## src/rtl/cpu_muldiv_unit.sv

```systemverilog
// Iterative RV32M/RV64M multiply/divide unit.
// Radix-2 shift-add multiply and restoring divide with fixed latency.
module cpu_muldiv_unit #(
    parameter int XLEN = 32
) (
    input  logic            clk,
    input  logic            rst,
    input  logic            start_i,
    input  logic            flush_i,
    input  logic [2:0]      op_i,
    input  logic [XLEN-1:0] rs1_i,
    input  logic [XLEN-1:0] rs2_i,
    output logic            busy_o,
    output logic            done_o,
    output logic [XLEN-1:0] result_o,
    output logic            div_by_zero_o
);
    localparam int CNT_W = $clog2(XLEN) + 1;

    typedef enum logic [2:0] {
        S_IDLE,
        S_PREP,
        S_CALC,
        S_FIX,
        S_DONE
    } state_t;

    state_t            state_q, state_d;
    logic [2:0]        op_q, op_d;
    logic [XLEN-1:0]   a_q, a_d;
    logic [XLEN-1:0]   b_q, b_d;
    logic [XLEN-1:0]   hi_q, hi_d;
    logic [XLEN-1:0]   lo_q, lo_d;
    logic [XLEN-1:0]   m_q, m_d;
    logic [CNT_W-1:0]  cnt_q, cnt_d;
    logic              neg_q, neg_d;
    logic              rneg_q, rneg_d;
    logic [XLEN-1:0]   fix_res_q, fix_res_d;
    logic              fix_dbz_q, fix_dbz_d;
    logic              done_q, done_d;
    logic [XLEN-1:0]   result_q, result_d;
    logic              dbz_q, dbz_d;

    logic              sgn_a, sgn_b;
    logic              neg_a, neg_b;
    logic [XLEN-1:0]   abs_a, abs_b;
    logic [XLEN:0]     add_w;
    logic [XLEN:0]     sh_w;
    logic [XLEN:0]     dif_w;
    logic [2*XLEN-1:0] prod_w;
    logic [2*XLEN-1:0] prod_s;
    logic [XLEN-1:0]   quo_w;
    logic [XLEN-1:0]   rem_w;

    always_comb begin
        sgn_a  = (op_q == 3'b001) || (op_q == 3'b010) ||
                 (op_q == 3'b100) || (op_q == 3'b110);
        sgn_b  = (op_q == 3'b001) || (op_q == 3'b100) ||
                 (op_q == 3'b110);
        neg_a  = sgn_a & a_q[XLEN-1];
        neg_b  = sgn_b & b_q[XLEN-1];
        abs_a  = neg_a ? (~a_q + 1'b1) : a_q;
        abs_b  = neg_b ? (~b_q + 1'b1) : b_q;
        // hi holds the running partial product / partial remainder
        add_w  = {1'b0, hi_q} + (lo_q[0] ? {1'b0, m_q} : '0);
        sh_w   = {hi_q, lo_q[XLEN-1]};
        dif_w  = sh_w - {1'b0, m_q};
        prod_w = {hi_q, lo_q};
        prod_s = neg_q ? (~prod_w + 1'b1) : prod_w;
        quo_w  = neg_q ? (~lo_q + 1'b1) : lo_q;
        rem_w  = rneg_q ? (~hi_q + 1'b1) : hi_q;
    end

    always_comb begin
        state_d   = state_q;
        op_d      = op_q;
        a_d       = a_q;
        b_d       = b_q;
        hi_d      = hi_q;
        lo_d      = lo_q;
        m_d       = m_q;
        cnt_d     = cnt_q;
        neg_d     = neg_q;
        rneg_d    = rneg_q;
        fix_res_d = fix_res_q;
        fix_dbz_d = fix_dbz_q;
        done_d    = 1'b0;
        result_d  = result_q;
        dbz_d     = dbz_q;

        unique case (state_q)
            S_IDLE: begin
                if (start_i && !done_q) begin
                    state_d = S_PREP;
                    op_d    = op_i;
                    a_d     = rs1_i;
                    b_d     = rs2_i;
                end
            end
            S_PREP: begin
                hi_d   = '0;
                cnt_d  = CNT_W'(XLEN);
                neg_d  = neg_a ^ neg_b;
                rneg_d = neg_a;
                if (op_q[2]) begin
                    lo_d = abs_a;
                    m_d  = abs_b;
                end else begin
                    lo_d = abs_b;
                    m_d  = abs_a;
                end
                state_d = S_CALC;
            end
            S_CALC: begin
                cnt_d = cnt_q - 1'b1;
                if (op_q[2]) begin
                    if (!dif_w[XLEN]) begin
                        hi_d = dif_w[XLEN-1:0];
                        lo_d = {lo_q[XLEN-2:0], 1'b1};
                    end else begin
                        hi_d = sh_w[XLEN-1:0];
                        lo_d = {lo_q[XLEN-2:0], 1'b0};
                    end
                end else begin
                    hi_d = add_w[XLEN:1];
                    lo_d = {add_w[0], lo_q[XLEN-1:1]};
                end
                if (cnt_q == CNT_W'(1)) begin
                    state_d = S_FIX;
                end
            end
            S_FIX: begin
                fix_dbz_d = 1'b0;
                if (op_q[2]) begin
                    if (b_q == '0) begin
                        fix_res_d = op_q[1] ? a_q : '1;
                        fix_dbz_d = 1'b1;
                    end else begin
                        fix_res_d = op_q[1] ? rem_w : quo_w;
                    end
                end else if (op_q[1:0] == 2'b00) begin
                    fix_res_d = prod_s[XLEN-1:0];
                end else begin
                    fix_res_d = prod_s[2*XLEN-1:XLEN];
                end
                state_d = S_DONE;
            end
            S_DONE: begin
                done_d   = 1'b1;
                result_d = fix_res_q;
                dbz_d    = fix_dbz_q;
                state_d  = S_IDLE;
            end
            default: begin
                state_d = S_IDLE;
            end
        endcase

        // abort keeps the previously published result
        if (flush_i) begin
            state_d  = S_IDLE;
            done_d   = 1'b0;
            result_d = result_q;
            dbz_d    = dbz_q;
        end
    end

    always_ff @(posedge clk) begin
        if (rst) begin
            state_q   <= S_IDLE;
            op_q      <= '0;
            a_q       <= '0;
            b_q       <= '0;
            hi_q      <= '0;
            lo_q      <= '0;
            m_q       <= '0;
            cnt_q     <= '0;
            neg_q     <= 1'b0;
            rneg_q    <= 1'b0;
            fix_res_q <= '0;
            fix_dbz_q <= 1'b0;
            done_q    <= 1'b0;
            result_q  <= '0;
            dbz_q     <= 1'b0;
        end else begin
            state_q   <= state_d;
            op_q      <= op_d;
            a_q       <= a_d;
            b_q       <= b_d;
            hi_q      <= hi_d;
            lo_q      <= lo_d;
            m_q       <= m_d;
            cnt_q     <= cnt_d;
            neg_q     <= neg_d;
            rneg_q    <= rneg_d;
            fix_res_q <= fix_res_d;
            fix_dbz_q <= fix_dbz_d;
            done_q    <= done_d;
            result_q  <= result_d;
            dbz_q     <= dbz_d;
        end
    end

    assign busy_o        = (state_q == S_PREP) || (state_q == S_CALC) ||
                           (state_q == S_FIX);
    assign done_o        = done_q;
    assign result_o      = result_q;
    assign div_by_zero_o = dbz_q;

endmodule
```

## config.mk

```make
export PLATFORM = sky130hd
export DESIGN_NAME = cpu_muldiv_unit
export DESIGN_NICKNAME = d
export VERILOG_FILES = /design/src/rtl/cpu_muldiv_unit.sv
export SDC_FILE = /design/constraint.sdc
export NUM_CORES = 1
export LEC_CHECK = 0
export CORE_ASPECT_RATIO = 0.8
export CORE_MARGIN = 2
export CORE_UTILIZATION = 35
export CTS_BUF_LIST = sky130_fd_sc_hd__clkbuf_4 sky130_fd_sc_hd__clkbuf_8 sky130_fd_sc_hd__clkbuf_16
export CTS_CLUSTER_SIZE = 8
export DETAILED_ROUTE_END_ITERATION = 8
export HOLD_SLACK_MARGIN = 0.1
export PLACE_DENSITY = 0.49
export SLEW_MARGIN = 20
export SYNTH_ARGS = -nofsm -noshare
export SYNTH_HDL_FRONTEND = slang
export SYNTH_SLANG_ARGS = --single-unit
```

## constraint.sdc

```tcl
create_clock -name clk -period 5.2 [get_ports clk]
set_input_delay 1.56 -clock clk [delete_from_list [all_inputs] [get_ports clk]]
set_output_delay 1.56 -clock clk [all_outputs]
set_load 0.005 [all_outputs]
```

# ---- Word level (Yosys, flattened, before mapping)
# Cells that the tools add are included.
dict set report word_totals {
  ff_bits 241
  latch_bits 0
  ramBits 0
  romBits 0
  in_bits 71
  elab_cells 86
  n_memories 0
}
dict set report op_classes {
  add_sub_neg 8
  mul 0
  n_div 0
  order_cmp 0
  eq_ne 11
  shift 0
  muxes 26
  bitwise_logic 9
  reduce_logical 17
}
# cell n
set op_table {}
lappend op_table {{2-to-1 mux 32 bit} 15}
lappend op_table {{adder 32 x 1 -> 32 bit, second input constant} 4}
lappend op_table {{inverter 32 bit} 4}
lappend op_table {{case mux 32 bit (2 select lines)} 2}
lappend op_table {{adder 64 x 1 -> 64 bit, second input constant} 1}
lappend op_table {{2-to-1 mux 64 bit} 1}
lappend op_table {{inverter 64 bit} 1}
lappend op_table {{adder 32 x 32 -> 33 bit} 1}
lappend op_table {{subtractor 33 x 32 -> 33 bit} 1}
lappend op_table {{zero test 32 bit} 1}
lappend op_table {{case mux 3 bit (4 select lines)} 1}
lappend op_table {{case mux 6 bit (2 select lines)} 1}
lappend op_table {{equality test 3 x 2 -> 1 bit, second input constant} 3}
lappend op_table {{equality test 3 bit, second input constant} 3}
lappend op_table {{logical OR 1 bit} 7}
lappend op_table {{equality test 3 x 1 -> 1 bit, second input constant} 2}
lappend op_table {{equality test 6 x 1 -> 1 bit, second input constant} 1}
lappend op_table {{2-to-1 mux 3 bit} 2}
lappend op_table {{AND reduction 2 bit} 3}
lappend op_table {{subtractor 6 x 1 -> 6 bit, second input constant} 1}
lappend op_table {{2-to-1 mux 1 bit} 4}
lappend op_table {{inequality test 2 bit, second input constant} 2}
lappend op_table {{zero test 3 bit} 1}
lappend op_table {{bitwise AND 1 bit} 2}
lappend op_table {{7 further kinds} 7}

# ---- Depth between registers and ports, before layout
# Gate-level depths: netlist of the first run.
dict set report logic_depth {
  word_depth 8
  mapped_depth 16
  mapped_depth_nobuf 14
}

# ---- Worst setup path before layout of the first run
# OpenSTA, ideal clock, no wires.
dict set report synth_timing {
  path_kind {reg-to-reg}
  start {register lo_q[0]}
  end {register hi_q[30]}
  setup_ns 0.074
  arrival_time_ns 3.609
  path_slack_ns 1.517
  stages_incl_launch_ff 16
  path_buffers 2
  synth_period_minus_slack_ns 3.683
  cell_sequence {dfxtp_1 > clkinv_1 > clkbuf_1 > nor2_1 > ha_1 > clkbuf_1 > a21oi_1 > o21ai_0 > a31oi_1 > a21oi_1 > o41ai_1 > o21ai_0 > a21oi_1 > mux2_2 > a221o_1 > a31oi_1}
}
dict set report synth_between {
  elab_chain_len 4
}
# element line_no
set synth_lines {}
lappend synth_lines {{from (decl)} 33} ;# logic [XLEN-1:0] lo_q, lo_d;
lappend synth_lines {{from (signal assigned)} 191} ;# lo_q <= lo_d;
lappend synth_lines {{2-to-1 mux 32 bit} 65} ;# add_w = {1'b0, hi_q} + (lo_q[0] ? {1'b0, m_q} : '0);
lappend synth_lines {{adder 32 x 32 -> 33 bit} 65}
lappend synth_lines {{2-to-1 mux 32 bit} 116} ;# if (op_q[2]) begin
lappend synth_lines {{case mux 32 bit (2 select lines)} 91} ;# unique case (state_q)
lappend synth_lines {{to (signal assigned)} 190} ;# hi_q <= hi_d;
lappend synth_lines {{to (decl)} 32} ;# logic [XLEN-1:0] hi_q, hi_d;
# No other way between the ends.
# A chain may end at the register's enable or synchronous reset.

# ---- Worst setup path in the final report of the first run
dict set report layout_timing {
  start {register lo_q[31]}
  end {register hi_q[9]}
}
dict set report layout_between {
  elab_chain_len 4
}
# element line_no
set layout_lines {}
lappend layout_lines {{subtractor 33 x 32 -> 33 bit} 67} ;# dif_w = sh_w - {1'b0, m_q};
lappend layout_lines {{2-to-1 mux 32 bit} 117} ;# if (!dif_w[XLEN]) begin
lappend layout_lines {{2-to-1 mux 32 bit} 116}
lappend layout_lines {{case mux 32 bit (2 select lines)} 91}
# No other way between the ends.

==> impl_summary.txt, run 1 <==
----------------------------------------------------
[Synth]
  Post-synthesis cell area ... 17700 sq um
  Primary flip-flop cell chosen by synthesis mapping ... dfxtp_1
  Part of the Yosys area used for sequential elements ... 0.273
  Number of synthesized register bits ... 241
  Share of synthesized flip-flops with an asynchronous set or reset ... 0
  Synth cell types ... 77
  Cell accounting for the most synthesized area ... dfxtp_1
  Synth Area per Inst ... 7.21 sq um
  Count of flip-flops with a built-in enable after synthesis ... 0
  Portion of synthesized cell area occupied by the leading cell type ... 0.273
  Top cells by area, synth ... dfxtp_1, nand2_1, a21oi_1
  Yosys Warn Count ... 0
  Synth Instances ... 2451
  Synthesized Nets ... 2594

[Routing]
  Violation count after the first detailed-route iteration ... 1786
  Total routed wirelength ... 67100 um
  Remaining routing DRC violations ... 0
  Wire per inst ... 21.4 um
  First-pass detailed-route iteration total ... 6
  Residual antenna-violating net count after detailed routing ... 0
  Count of vias placed by the detailed router ... 17900
  Routed via count divided by cell count ... 5.71

[Hold path]
  Cell depth of the worst min-delay path ... 2
  Endpoint with the worst hold slack ... m_q[21]
  Worst hold path startpoint ... m_q[21]
  Hold/Removal Path Class ... flop to flop

[Power]
  Switching pwr ... 1.65 mW
  Switching Fraction ... 0.315
  Lkg Pwr ... 7.68 nW
  Fraction of power consumed by the clock network ... 0.411
  Combinational power share ... 0.210
  Peak ir drop on the vdd network ... 0.000171 V
  Cell-internal power ... 3.60 mW
  Pwr per Cell Area ... 260 nW/um^2
  Sequential fraction of design power ... 0.379

[Clock tree]
  Count of buffers added by post-CTS timing repair for setup ... 0
  TritonCTS clock tree ... done
  Number of clock sinks ... 241
  Clock root buffer master ... clkbuf_16
  Number of cells upsized or downsized after cts ... 0
  Number of levels the H-tree was split into ... 2
  Worst-skew pair later-pin latency ... 0.53 ns
  Post-cts hold buffer count ... 0
  Deepest clock path buffer count ... 3
  Clock-pin slew of the registers on the worst-case setup and hold paths ... 0.05 ns
  Cts bufs inserted ... 36

[Global routing]
  Vias in the first global route ... 16500
  Overflow left after global routing ... 0
  Combined global-route utilization of all metal layers ... 0.254
  Maximum number of pins on one net before global-route repair ... 96
  Peak-usage layer in the global routing report ... met2
  Met1 GRT Util ... 0.382
  Initial antenna violation count ... 0
  Global-route met2 utilization ... 0.389
  Met3 layer usage reported by global route ... 0.0313
  First-pass GRT wire length ... 102000 um

[Critical path]
  Beginning of the worst register-to-register path ... lo_q[31]
  Critical Path Fanout Max ... 21
  Required time at the worst-slack endpoint ... 5.61 ns
  Delay of the slowest cell on the worst path ... 0.63 ns
  Worst EP arrival ... 4.77 ns
  Reg2reg setup slack ... 0.84 ns
  Series of cell instances along the critical path ... inv_1, ha_1, fa_1, nor2b_1, o2111ai_1, nand3_1, nand4_1, and3_1, o31a_1, xnor2_2, buf_4, mux2i_1, mux2i_1, a22o_1
  Critical Path Source ... lo_q[31]
  Library cell contributing the largest single delay on the critical path ... xnor2_2
  Worst Setup Path Type ... flop to flop
  Setup crit end kind ... flop
  Crit path launch type ... flop
  Endpoint of the worst register-to-register path ... hi_q[9]
  Most used cell, CP ... mux2i_1
  Reg2reg path depth ... 14

[Place]
  Half-perimeter wire length of the detailed placement result ... 50000 um
  # port buffers ... 105
  Routability Congestion ... 0.897
  Pre-CTS worst setup slack ... 0.915 ns

[Floorplan]
  Number of cell rows ... 73
  Die Footprint ... 52300 sq um
  Width of the die ... 255 um
  Num ports ... 106
  Initial core utilization ... 0.355
  Total core area ... 49800 sq um
  Height of the die ... 205 um

[Outcome]
  Status ... finished clean

[STA]
  Worst clock skew on the final layout ... 0.0169 ns
  Worst-case headroom to the max-slew limit ... 0.208
  Slew at the pin closest to its max-slew limit ... 1.19 ns
  Share of the clock period used by the worst path ... 0.838
  Number of hold violations in the final report ... 0
  Worst setup margin ... 0.842 ns
  Count of pins over their slew limit ... 0
  Crit path time final ... 4.36 ns
  Unrepaired setup endpoints after global routing ... false
  Achievable Freq ... 229 MHz
  Finish-stage setup viols ... 0
  Fin Setup TNS ... 0 ns

[Final layout]
  Post-layout nets ... 2593
  Most common cell after layout, fill and taps aside ... nand2_1
  Share of cells above drive strength 1 ... 0.0537
  Area growth from synthesis to final layout ... 14.4%
  Commonest cells after routing, fill and taps aside ... nand2_1, a21oi_1, dfxtp_1

[Job]
  Count of maximum capacitance violations ... 0

----------------------------------------------------
## metal layers
metal | vias up | wire length, um | part of all wire
met1 | 8578 | 32900 | 0.49
met3 | 57 | 4320 | 0.064
li1 | 8633 | - | -
met5 | - | 0 | 0
met4 | 0 | 904 | 0.013
met2 | 613 | 29000 | 0.43
## final cells by class
| cell class | count | area, sq um |
|---|---|---|
| fill | 5158 | 29600 |
| clock buffer | 42 | 958 |
| tap | 675 | 845 |
| timing repair buffer | 152 | 1410 |
| inverter | 60 | 225 |
| multi-input combinational | 1959 | 11900 |
| clock inverter | 2 | 25.0 |
| sequential | 241 | 4830 |
| antenna | 1 | 2.50 |
## synth_stat cells, types with 34 or more instances
cell type  instances
xor2_1           100
a21o_1            34
dfxtp_1          241
nor3_1            54
clkbuf_1         171
nand2_1          429
nor2_1           215
xnor2_1          105
o211ai_1          56
mux2i_1           65
inv_1             59
o21ai_0          149
a21oi_1          283
ha_1              70
## power groups by stage
| stage | combinational (mW) | clock [mW] | sequential, mW |
|---|---|---|---|
| CTS | 1.09 | 2.20 | 1.99 |
| finish | 1.10 | 2.16 | 1.99 |
| global route | 1.21 | 2.28 | 1.99 |
| detailed placement | 1.09 | 0 | 2.02 |
| global placement | 1.08 | 0 | 2.02 |
| floorplan | 0.782 | 0 | 1.98 |
## per-stage QoR
step           cell area [sq um]  power [mW]  utilization  hold slack [ns]  instances
6_report                   20200        5.25        0.406            0.450       3132
5_1_grt                    20200        5.48        0.406            0.465       3131
4_1_cts                    20200        5.28        0.406            0.452       3131
3_5_place_dp               19200        3.11        0.386            0.445       3087
3_3_place_gp               19200        3.10        0.386            0.443       3087
2_1_floorplan              17700        2.76            -            0.429       2451
## cell families (layout without fill, tap and decap cells)
kind of cell,Yosys count,after routing,synth area share
buf+inv,251,256,0.0548
mux,70,70,0.0400
xor+xnor,205,205,0.102
other cells,0,1,0
flops,241,241,0.273
simple gates,865,865,0.215
fa+ha+maj,72,72,0.0518
compound gates,747,747,0.264
## worst max path at each step
stage | end | cells after the start
3_5_place_dp | hi_q[9] | 14
4_1_cts | hi_q[9] | 14
6_report | hi_q[9] | 14
5_1_grt | hi_q[9] | 14
2_1_floorplan | hi_q[30] | 15
3_3_place_gp | hi_q[11] | 14
## critical path, delay by kind of cell (launching register included)
| kind | cells | cell delay [ns] |
|---|---|---|
| AO/OA/AOI/OAI | 3 | 0.63 |
| XOR/XNOR | 1 | 0.63 |
| AND/OR/NAND/NOR | 4 | 0.94 |
| multiplexers | 2 | 0.31 |
| flip-flops | 1 | 0.55 |
| buffers and inverters | 2 | 0.53 |
| adder cells (fa/ha/maj) | 2 | 0.65 |
## state kept, by name, indices dropped and copies added (netlist names), 6 cells and up
register	cells
hi_q	32
lo_q	32
result_o	32
a_q	32
b_q	32
cnt_q	6
m_q	32
fix_res_q	32
No activity file was read; power rests on OpenSTA's default activity.
==> inputs of run 2 (changes only) <==
clock period = 4.4 ns   (was 5.2 ns; I/O delays follow)
==> run 2 against run 1 <==
Against the previous run:
- die area did not move
- largest cell class unchanged
- fmax rose by 9.8%
- cell area rose by 0.38%
- combinational power rose by 19%
- critical endpoint is now hi_q[30]
- largest power group unchanged
- first-iteration DRC count fell by 1.7%
==> impl_summary.txt, run 2 (synthesis gave the netlist of run 1 again) <==
----------------------------------------------------
[Clock tree]
  TritonCTS clock tree ... done
  Number of clock sinks ... 241 (unchanged)
  Cts bufs inserted ... 36 (unchanged)
  Clock-pin slew of the registers on the worst-case setup and hold paths ... 0.05 ns (about the same)
  Post-cts hold buffer count ... 0 (unchanged)
  Deepest clock path buffer count ... 3 (unchanged)
  Worst-skew pair later-pin latency ... 0.57 ns (+0.04 ns)
  Count of buffers added by post-CTS timing repair for setup ... 0 (unchanged)
  Number of levels the H-tree was split into ... 2 (unchanged)
  Clock root buffer master ... clkbuf_16
  Number of cells upsized or downsized after cts ... 0 (unchanged)

[Power]
  Switching pwr ... 2.02 mW (+22%)
  Lkg Pwr ... 7.71 nW (+0.45%)
  Cell-internal power ... 4.25 mW (+18%)
  Sequential fraction of design power ... 0.377 (-0.002)
  Combinational power share ... 0.210 (about the same)
  Switching Fraction ... 0.322 (+0.00685)
  Total design power ... 6.27 mW (+19%)
  Fraction of power consumed by the clock network ... 0.414 (+0.003)
  Pwr per Cell Area ... 309 nW/um^2 (+19%)
  Peak ir drop on the vdd network ... 0.000207 V (+22%)

[STA]
  Share of the clock period used by the worst path ... 0.902 (+0.0640)
  Worst clock skew on the final layout ... 0.0323 ns (+0.0154 ns)
  Unrepaired setup endpoints after global routing ... false
  Slew at the pin closest to its max-slew limit ... 1.09 ns (-0.0957 ns)
  Finish-stage setup viols ... 0 (unchanged)
  Achievable Freq ... 252 MHz (+9.8%)
  Count of pins over their slew limit ... 0 (unchanged)
  Worst-case headroom to the max-slew limit ... 0.270 (+0.0619)
  Number of hold violations in the final report ... 0 (unchanged)
  Crit path time final ... 3.97 ns (-0.389 ns)
  Fin Setup TNS ... 0 ns (unchanged)

[Floorplan]
  Num ports ... 106 (unchanged)
  Initial core utilization ... 0.355 (unchanged)
  Height of the die ... 205 um (unchanged)
  Width of the die ... 255 um (unchanged)
  Total core area ... 49800 sq um (unchanged)
  Die Footprint ... 52300 sq um (unchanged)
  Number of cell rows ... 73 (unchanged)

[Routing]
  Total routed wirelength ... 68700 um (+2.4%)
  Met2 wirelength from detailed routing ... 28700 um (-0.97%)
  First-pass detailed-route iteration total ... 5 (-1)
  Count of vias placed by the detailed router ... 17800 (-0.21%)
  Wire per inst ... 21.9 um (+2.3%)
  Violation count after the first detailed-route iteration ... 1756 (-1.7%)
  M1 WL ... 33000 um (+0.13%)
  Routed length on met3 ... 4830 um (+12%)
  Residual antenna-violating net count after detailed routing ... 0 (unchanged)
  Uppermost layer routed ... met5
  Routed via count divided by cell count ... 5.69 (-0.37%)
  Remaining routing DRC violations ... 0 (unchanged)

[Final layout]
  Fillcell total ... 5238 (+1.6%)
  Most common cell after layout, fill and taps aside ... nand2_1
  Share of cells above drive strength 1 ... 0.0553 (+0.00154)
  Commonest cells after routing, fill and taps aside ... nand2_1, a21oi_1, dfxtp_1
  Non-filler cells, final ... 3137 (+0.16%)
  Post-layout nets ... 2596 (+0.12%)
  Seq. cell area ... 4830 sq um (unchanged)
  Utilization after layout ... 0.408 (+0.00156)
  Area growth from synthesis to final layout ... 14.9%
  Area of the multi-input gates ... 11900 sq um (about the same)

[Place]
  # port buffers ... 105 (unchanged)
  Half-perimeter wire length of the detailed placement result ... 51600 um (+3.2%)
  Routability Congestion ... 0.922 (+2.8%)
  DP Cell Count ... 3090 (+0.097%)

[Global routing]
  Maximum number of pins on one net before global-route repair ... 93 (-3.1%)
  Combined global-route utilization of all metal layers ... 0.261 (+0.00729)
  Vias in the first global route ... 16600 (+0.56%)
  Initial antenna violation count ... 2 (+2)
  Overflow left after global routing ... 0 (unchanged)
  First-pass GRT wire length ... 104000 um (+1.6%)

[Critical path]
  Reg2reg path depth ... 15 (+1)
  Reg2reg setup slack ... 0.43 ns (-0.41 ns)
  Series of cell instances along the critical path ... clkinv_1, buf_4, nor2_1, ha_1, a21oi_1, o31ai_1, a31oi_1, a21oi_1, o41ai_1, buf_4, o21ai_0, a21oi_1, mux2_2, a221o_1, a31oi_1
  Library cell contributing the largest single delay on the critical path ... buf_4
  Delay of the slowest cell on the worst path ... 0.35 ns (-0.28 ns)
  CP bufs+invs ... 3 (+1)
  Most used cell, CP ... a21oi_1
  Required time at the worst-slack endpoint ... 4.87 ns (-0.74 ns)
  Beginning of the worst register-to-register path ... lo_q[0]
  Critical Path Fanout Max ... 22 (+4.8%)
  Endpoint of the worst register-to-register path ... hi_q[30]
  Worst Setup Path Type ... flop to flop
  Worst EP arrival ... 4.44 ns (-0.33 ns)
  Kind of cell adding the most delay to the critical path ... compound AO/OA/AOI/OAI gates
  Setup crit end kind ... flop
  Crit path launch type ... flop

[Job]
  Count of maximum capacitance violations ... 0 (unchanged)

[Hold path]
  Cell depth of the worst min-delay path ... 2 (unchanged)
  Worst hold path startpoint ... m_q[18]
  Hold/Removal Path Class ... flop to flop
  Endpoint with the worst hold slack ... m_q[18]

[Outcome]
  Status ... finished clean

----------------------------------------------------
## run 2: changes by cell type in the layout (fill, tap and decap cells not counted)
cell,previous run,this run
nor3_2,3,0
clkbuf_8,2,0
diode_2,1,2
nor2_2,2,3
nor3_1,51,52
clkbuf_4,4,5
inv_16,0,1
nor3_4,0,2
nor2_1,213,212
clkinv_2,0,1
buf_12,0,3
## run 2: layout make-up
| type | count | share of cell area |
|---|---|---|
| Antenna cell | 2 | 0.000247 |
| Sequential cell | 241 | 0.238 |
| Timing Repair Buffer | 155 | 0.0722 |
| Multi-Input combinational cell | 1959 | 0.588 |
| Inverter | 60 | 0.0111 |
| Tap cell | 675 | 0.0416 |
| Clock inverter | 4 | 0.00247 |
| Clock buffer | 41 | 0.0463 |
## run 2: worst max path at each step
stage                     startpoint  endpoint  depth (start not counted)
after floorplan              lo_q[0]  hi_q[30]                         15
after detailed placement     lo_q[0]  hi_q[30]                         15
after global placement       lo_q[0]  hi_q[30]                         15
after CTS                    lo_q[0]  hi_q[30]                         15
final                        lo_q[0]  hi_q[30]                         15
after global routing         lo_q[0]  hi_q[30]                         15
## run 2: routing by layer
layer	global-route usage	vias to the layer above
met4	0.0902	2
li1	-	8648
met2	0.382	604
met5	0	-
met1	0.383	8490
met3	0.0445	100
## run 2: per-stage QoR
step	setup WS [ns]	hold slack (ns)	instance area, sq um
after global placement	0.500	0.443	19300
after global routing	0.167	0.466	20300
after CTS	0.445	0.452	20300
final	0.430	0.450	20300
after detailed placement	0.447	0.444	19300
after floorplan	0.717	0.429	17700
## run 2: power by group through the flow
stage	clock (mW)	sequential, mW	combinational, mW
final	2.59	2.36	1.31
after global routing	2.74	2.37	1.43
after CTS	2.65	2.36	1.30
after detailed placement	0	2.40	1.29
after global placement	0	2.40	1.29
after floorplan	0	2.34	0.924
## run 2: worst register-to-register path, stage by stage, from the launching register on
cell and delay (ns):
dfxtp_1 0.33, clkinv_1 0.31, buf_4 0.35, nor2_1 0.11
ha_1 0.28, a21oi_1 0.17, o31ai_1 0.09, a31oi_1 0.24
a21oi_1 0.18, o41ai_1 0.35, buf_4 0.21, o21ai_0 0.24
a21oi_1 0.25, mux2_2 0.35, a221o_1 0.34, a31oi_1 0.13
==> inputs of run 3 (changes only) <==
GPL_TIMING_DRIVEN = 0   (was unset)
==> run 3 against run 2 <==
Against the previous run:
- non-clock buffer count increased by 143
- critical path type unchanged
- hold slack improved by 0.00088 ns
- clock skew shrank 0.0053 ns
- final cell count increased by 4.4%
- count of clock-buffer cells in the layout stayed put
- global-route usage is 5.4 points higher
- largest power group unchanged
- critical path depth decreased by 1
- sequential power about the same
- cell area grew 1.9%
==> impl_summary.txt, run 3 (synthesis gave the netlist of run 1 again) <==
----------------------------------------------------
[Critical path]
  Beginning of the worst register-to-register path ... lo_q[0]
  Library cell contributing the largest single delay on the critical path ... o211ai_1
  Required time at the worst-slack endpoint ... 4.87 ns (about the same)
  Worst EP arrival ... 4.82 ns (+0.38 ns)
  Crit path launch type ... flop
  Worst Setup Path Type ... flop to flop
  Setup crit end kind ... flop
  Kind of cell adding the most delay to the critical path ... compound AO/OA/AOI/OAI gates
  Critical Path Source ... lo_q[0]
  CP bufs+invs ... 2 (-1)
  Critical Path Fanout Max ... 10 (-55%)
  Delay of the slowest cell on the worst path ... 0.53 ns (+0.18 ns)
  Series of cell instances along the critical path ... clkinv_4, clkbuf_1, nor2_1, ha_1, nand2_1, o21ai_0, o211ai_1, a21oi_2, o41ai_4, o21ai_1, a21oi_1, mux2_2, a221o_1, a31oi_1

[Power]
  Peak ir drop on the vdd network ... 0.000235 V (+13%)
  Lkg Pwr ... 7.76 nW (+0.54%)
  Pwr per Cell Area ... 312 nW/um^2 (+1.1%)

[STA]
  Share of the clock period used by the worst path ... 0.989 (+0.0864)
  Slew at the pin closest to its max-slew limit ... 1.22 ns (+0.134 ns)
  Number of hold violations in the final report ... 0 (unchanged)
  Minimum hold slack ... 0.450 ns (+0.000877 ns)
  Achievable Freq ... 230 MHz (-8.7%)
  Finish-stage setup viols ... 0 (unchanged)
  Worst-case headroom to the max-slew limit ... 0.182 (-0.0884)
  Worst clock skew on the final layout ... 0.0270 ns (-0.00530 ns)
  Unrepaired setup endpoints after global routing ... true
  Count of pins over their slew limit ... 0 (unchanged)
  Crit path time final ... 4.35 ns (+0.380 ns)

[Clock tree]
  Clock root buffer master ... clkbuf_16
  Worst-skew pair later-pin latency ... 0.54 ns (-0.03 ns)
  TritonCTS clock tree ... done
  Clock-pin slew of the registers on the worst-case setup and hold paths ... 0.06 ns (about the same)
  Number of clock sinks ... 241 (unchanged)
  Number of levels the H-tree was split into ... 2 (unchanged)
  Deepest clock path buffer count ... 3 (unchanged)
  Cts bufs inserted ... 36 (unchanged)

[Global routing]
  Initial antenna violation count ... 0 (-2)
  First-pass GRT wire length ... 121000 um (+17%)
  Vias in the first global route ... 17900 (+8.0%)
  Combined global-route utilization of all metal layers ... 0.316 (+0.0543)
  Overflow left after global routing ... 0 (unchanged)
  Maximum number of pins on one net before global-route repair ... 11 (-88%)

[Routing]
  Count of vias placed by the detailed router ... 19500 (+9.5%)
  Routed via count divided by cell count ... 5.97 (+4.9%)
  Residual antenna-violating net count after detailed routing ... 0 (unchanged)
  Violation count after the first detailed-route iteration ... 2160 (+23%)
  Wire per inst ... 25.6 um (+17%)
  Remaining routing DRC violations ... 0 (unchanged)
  Total routed wirelength ... 83800 um (+22%)
  First-pass detailed-route iteration total ... 5 (unchanged)

[Place]
  Placed cell areas ... 19600 sq um (+1.5%)
  Routability Congestion ... 1.04 (+13%)
  # port buffers ... 105 (unchanged)
  Half-perimeter wire length of the detailed placement result ... 67200 um (+30%)

[Floorplan]
  Num ports ... 106 (unchanged)
  Initial core utilization ... 0.355 (unchanged)
  Number of cell rows ... 73 (unchanged)
  Die Footprint ... 52300 sq um (unchanged)
  Height of the die ... 205 um (unchanged)
  Width of the die ... 255 um (unchanged)
  Total core area ... 49800 sq um (unchanged)

[Final layout]
  Area growth from synthesis to final layout ... 17.0%
  Area of the multi-input gates ... 11900 sq um (about the same)
  Commonest cells after routing, fill and taps aside ... nand2_1, a21oi_1, dfxtp_1
  Final antenna diode count ... 0 (-2)
  Final Instance Area ... 20700 sq um (+1.9%)
  Share of cells above drive strength 1 ... 0.0369 (-0.0184)
  Most common cell after layout, fill and taps aside ... nand2_1
  Seq. cell area ... 4830 sq um (about the same)
  Post-layout nets ... 2739 (+5.5%)
  Fillcell total ... 5236 (-0.038%)

[Outcome]
  Status ... finished clean

[Hold path]
  Worst hold path startpoint ... result_o[24]
  Hold/Removal Path Class ... flop to flop

[Job]
  Count of maximum capacitance violations ... 0 (unchanged)

----------------------------------------------------
-- run 3: stage by stage --
step	worst slack (ns)	setup TNS [ns]	util	cells	total power [mW]
detailed placement	-1.21	-15.60	0.393	3232	3.80
CTS	0.0366	0	0.415	3274	6.45
floorplan	0.717	0	-	2451	3.26
finish	0.0503	0	0.415	3276	6.45
global placement	-1.21	-16.85	0.393	3231	3.80
global route	-0.0830	-0.0830	0.415	3276	6.67
-- run 3: worst reg2reg max path, cell delays in order (launching register included) --
cell      delay [ns]
dfxtp_2         0.49
clkinv_4        0.22
clkbuf_1        0.31
nor2_1          0.17
ha_1            0.29
nand2_1         0.08
o21ai_0         0.15
o211ai_1        0.53
a21oi_2         0.22
o41ai_4         0.43
o21ai_1         0.25
a21oi_1         0.30
mux2_2          0.36
a221o_1         0.36
a31oi_1         0.14
-- run 3: timing repair --
item                                    CTS  global route
setup buffers                             0             2
hold buffers                              0             0
pin swaps                                 1             1
gates resized for setup                  12             4
cloned                                    0             0
endpoints found under the setup margin   33            22
-- run 3: path summary, 6_finish.rpt --
check	cells past startpoint	endpoint	slack, ns
setup reg to reg	14	hi_q[30]	0.05
setup / recovery	14	hi_q[30]	0.05
hold / removal	2	result_o[24]	0.45
hold reg to reg	2	result_o[24]	0.45
-- run 3: where the power goes --
group	internal (mW)	total (mW)	switching [mW]
clock	1.60	2.63	1.03
combinational	0.507	1.47	0.962
sequential	2.25	2.35	0.105
total	4.35	6.45	2.10
-- run 3: final cells by class --
cell class                 count  share of cell area
clock inverter                 2             0.00224
timing repair buffer         108              0.0519
sequential                   241               0.234
buffer                       190              0.0363
multi-input combinational   1959               0.577
inverter                      60              0.0111
tap                          675              0.0409
clock buffer                  41              0.0471
-- run 3: per-layer routing --
| metal | track usage | routed length, um |
|---|---|---|
| met5 | 0 | 0 |
| met4 | 0.0952 | 2640 |
| met3 | 0.0427 | 6920 |
| met2 | 0.454 | 34300 |
| met1 | 0.480 | 40000 |
==> RTL change: new RTL, flow settings as in run 1 <==
Make the reset (`rst`) asynchronous in one clocked block.
--- a/src/rtl/cpu_muldiv_unit.sv
+++ b/src/rtl/cpu_muldiv_unit.sv
@@ -165,7 +165,7 @@
         end
     end
 
-    always_ff @(posedge clk) begin
+    always_ff @(posedge clk or posedge rst) begin
         if (rst) begin
             state_q   <= S_IDLE;
             op_q      <= '0;
Behaviour: differs if rst is asserted again (counterexample within 4 cycles, from zero or initial values and one cycle with rst high); with rst held inactive, the same outputs for 4 cycles.
==> RTL change against run 1 <==
  * Count of clock-buffer cells in the layout up 1
  * Critical endpoint is now hi_q[31]
  * Synthesized area up 5.0%
  * Non-clock buffer count down 10
  * Cell area up 5.2%
  * Worst setup slack better by 0.16 ns
  * Critical path depth down 2
  * Via count down 2.9%
  * Critical path type unchanged
  * Synthesized cell count down 11%
  * Wire length up 8.1%
  * Highest routed layer unchanged
  * Sequential cell count unchanged
Power is not compared: it rests on default switching activity, and its combinational part moved more than twofold at a synthesized area within 25%.
==> RTL change: results (changes against run 1) <==
cts.repair.resized: 0  # unchanged
clk_latency_ns: 0.54
grt_max_degree: 165  # +72%
critical_path.endpoint: "hi_q[31]"
yosysUniqueCellTypes: 86  # +12%
cpPeakStageDelay_ns: 0.54  # -0.09 ns
clock_path_buffers: 3  # unchanged
ys_warn_count: 0  # unchanged
synth_area_leaders: "dfrtp_1, mux2_2, o21ai_0"
synth_common_cells: "dfrtp_1, nand2_1, o21ai_0, nor2_1, a21oi_1"
cts_hold_buf: 0  # unchanged
routedWlPerCell_um: 24.8  # +16%
drive_above_1_share_pct: 9.81  # +4.4 points
drv_cap: 0  # unchanged
slew_headroom_pct: 37.0  # +16 points
arrival_ns: 4.61  # -0.16 ns
reg2reg_from: "hi_q[0]"
gp_congestion: 0.955  # +6.5%
drt-pass1-iter-count: 7  # +1
leakage_nw: 9.10
rr_endpoint: "hi_q[31]"
viasPerCell: 5.94  # +4.0%
skew_ns: 0.0230  # +0.00610 ns
worstSetupStartpointType: "register"
grt_pass1_wl_mm: 108  # +5.2%
synth_nets: 2335  # -10%
reg2reg_depth: 12  # -2
crit_slowest_cell: "dfrtp_1"
holdCritStartpoint: "fix_res_q[11]"
grt_pass1_vias: 16300  # -1.0%
post_cts_buffers: 0  # unchanged
holdPathStages: 2  # unchanged
cts_made_buffers: 36  # unchanged
ys.flop_type: "dfrtp_1"
drt_iter0_drc: 1948  # +9.1%
fill_cells: 5264  # +2.1%
cp_top_family: "compound AO/OA/AOI/OAI gates"
r2r_setup_slack_ns: 1.00  # +0.16 ns
hpwl_mm: 56.0  # +12%
async_flop_share_pct: 100  # +100 points
yosysSeqAreaShare_pct: 32.5  # +5.2 points
grtUsageTotal_pct: 26.1  # +0.75 points
cp_max_fo: 37  # +76%
hp-class: "register to register"
cts_root_buf: "clkbuf_16"
status: "finished, final reports clean"
min_to: "fix_res_q[11]"
nets: 2369  # -8.6%
antenna_cells: 0  # -1
==> RTL change: power breakdown <==
group          leakage, nW  switching (W)  internal (W)
Combinational         5.56        0.00513       0.00322
Clock                0.490       0.000869       0.00128
Sequential            3.05        0.00113       0.00247
Total                 9.10        0.00712       0.00698
==> RTL change: metrics by stage <==
stage                     worst slack, ns  utilization, %  cell area, um^2  std cells  hold slack, ns
final                                1.00            40.6            21300       2926           0.474
after global placement               1.06            38.7            20300       2881           0.460
after global routing                0.690            40.6            21300       2926           0.506
after floorplan                     0.478               -            18600       2192           0.444
after detailed placement             1.04            38.7            20300       2881           0.468
after CTS                            1.00            40.6            21300       2926           0.480
==> RTL change: layer usage <==
| layer | up-vias | routed length (um) | part of all wire, % | GRT usage [%] |
|---|---|---|---|---|
| li1 | 8014 | - | - | - |
| met1 | 8477 | 34600 | 48 | 40.3 |
| met2 | 780 | 30200 | 42 | 37.6 |
| met3 | 97 | 6290 | 8.7 | 4.87 |
| met4 | 0 | 1390 | 1.9 | 5.04 |
| met5 | - | 0 | 0 | 0 |
==> RTL change: cells by family after synthesis <==
kind of cell             after synthesis  share of synthesized area, %
AO/OA/AOI/OAI                        652                          22.5
multiplexers                         170                          9.88
buffers and inverters                209                          4.36
flip-flops                           241                          32.5
adder cells (fa/ha/maj)               72                          4.94
AND/OR/NAND/NOR                      651                          16.5
XOR/XNOR                             197                          9.34
==> RTL change: layout make-up <==
cell class	instances	area (um^2)	area share [%]
Multi-Input combinational cell	1742	11700	55.2
Sequential cell	241	6040	28.4
Timing Repair Buffer	142	1390	6.54
Clock buffer	43	960	4.51
Tap cell	693	867	4.08
Inverter	63	240	1.13
Clock inverter	2	25.0	0.118
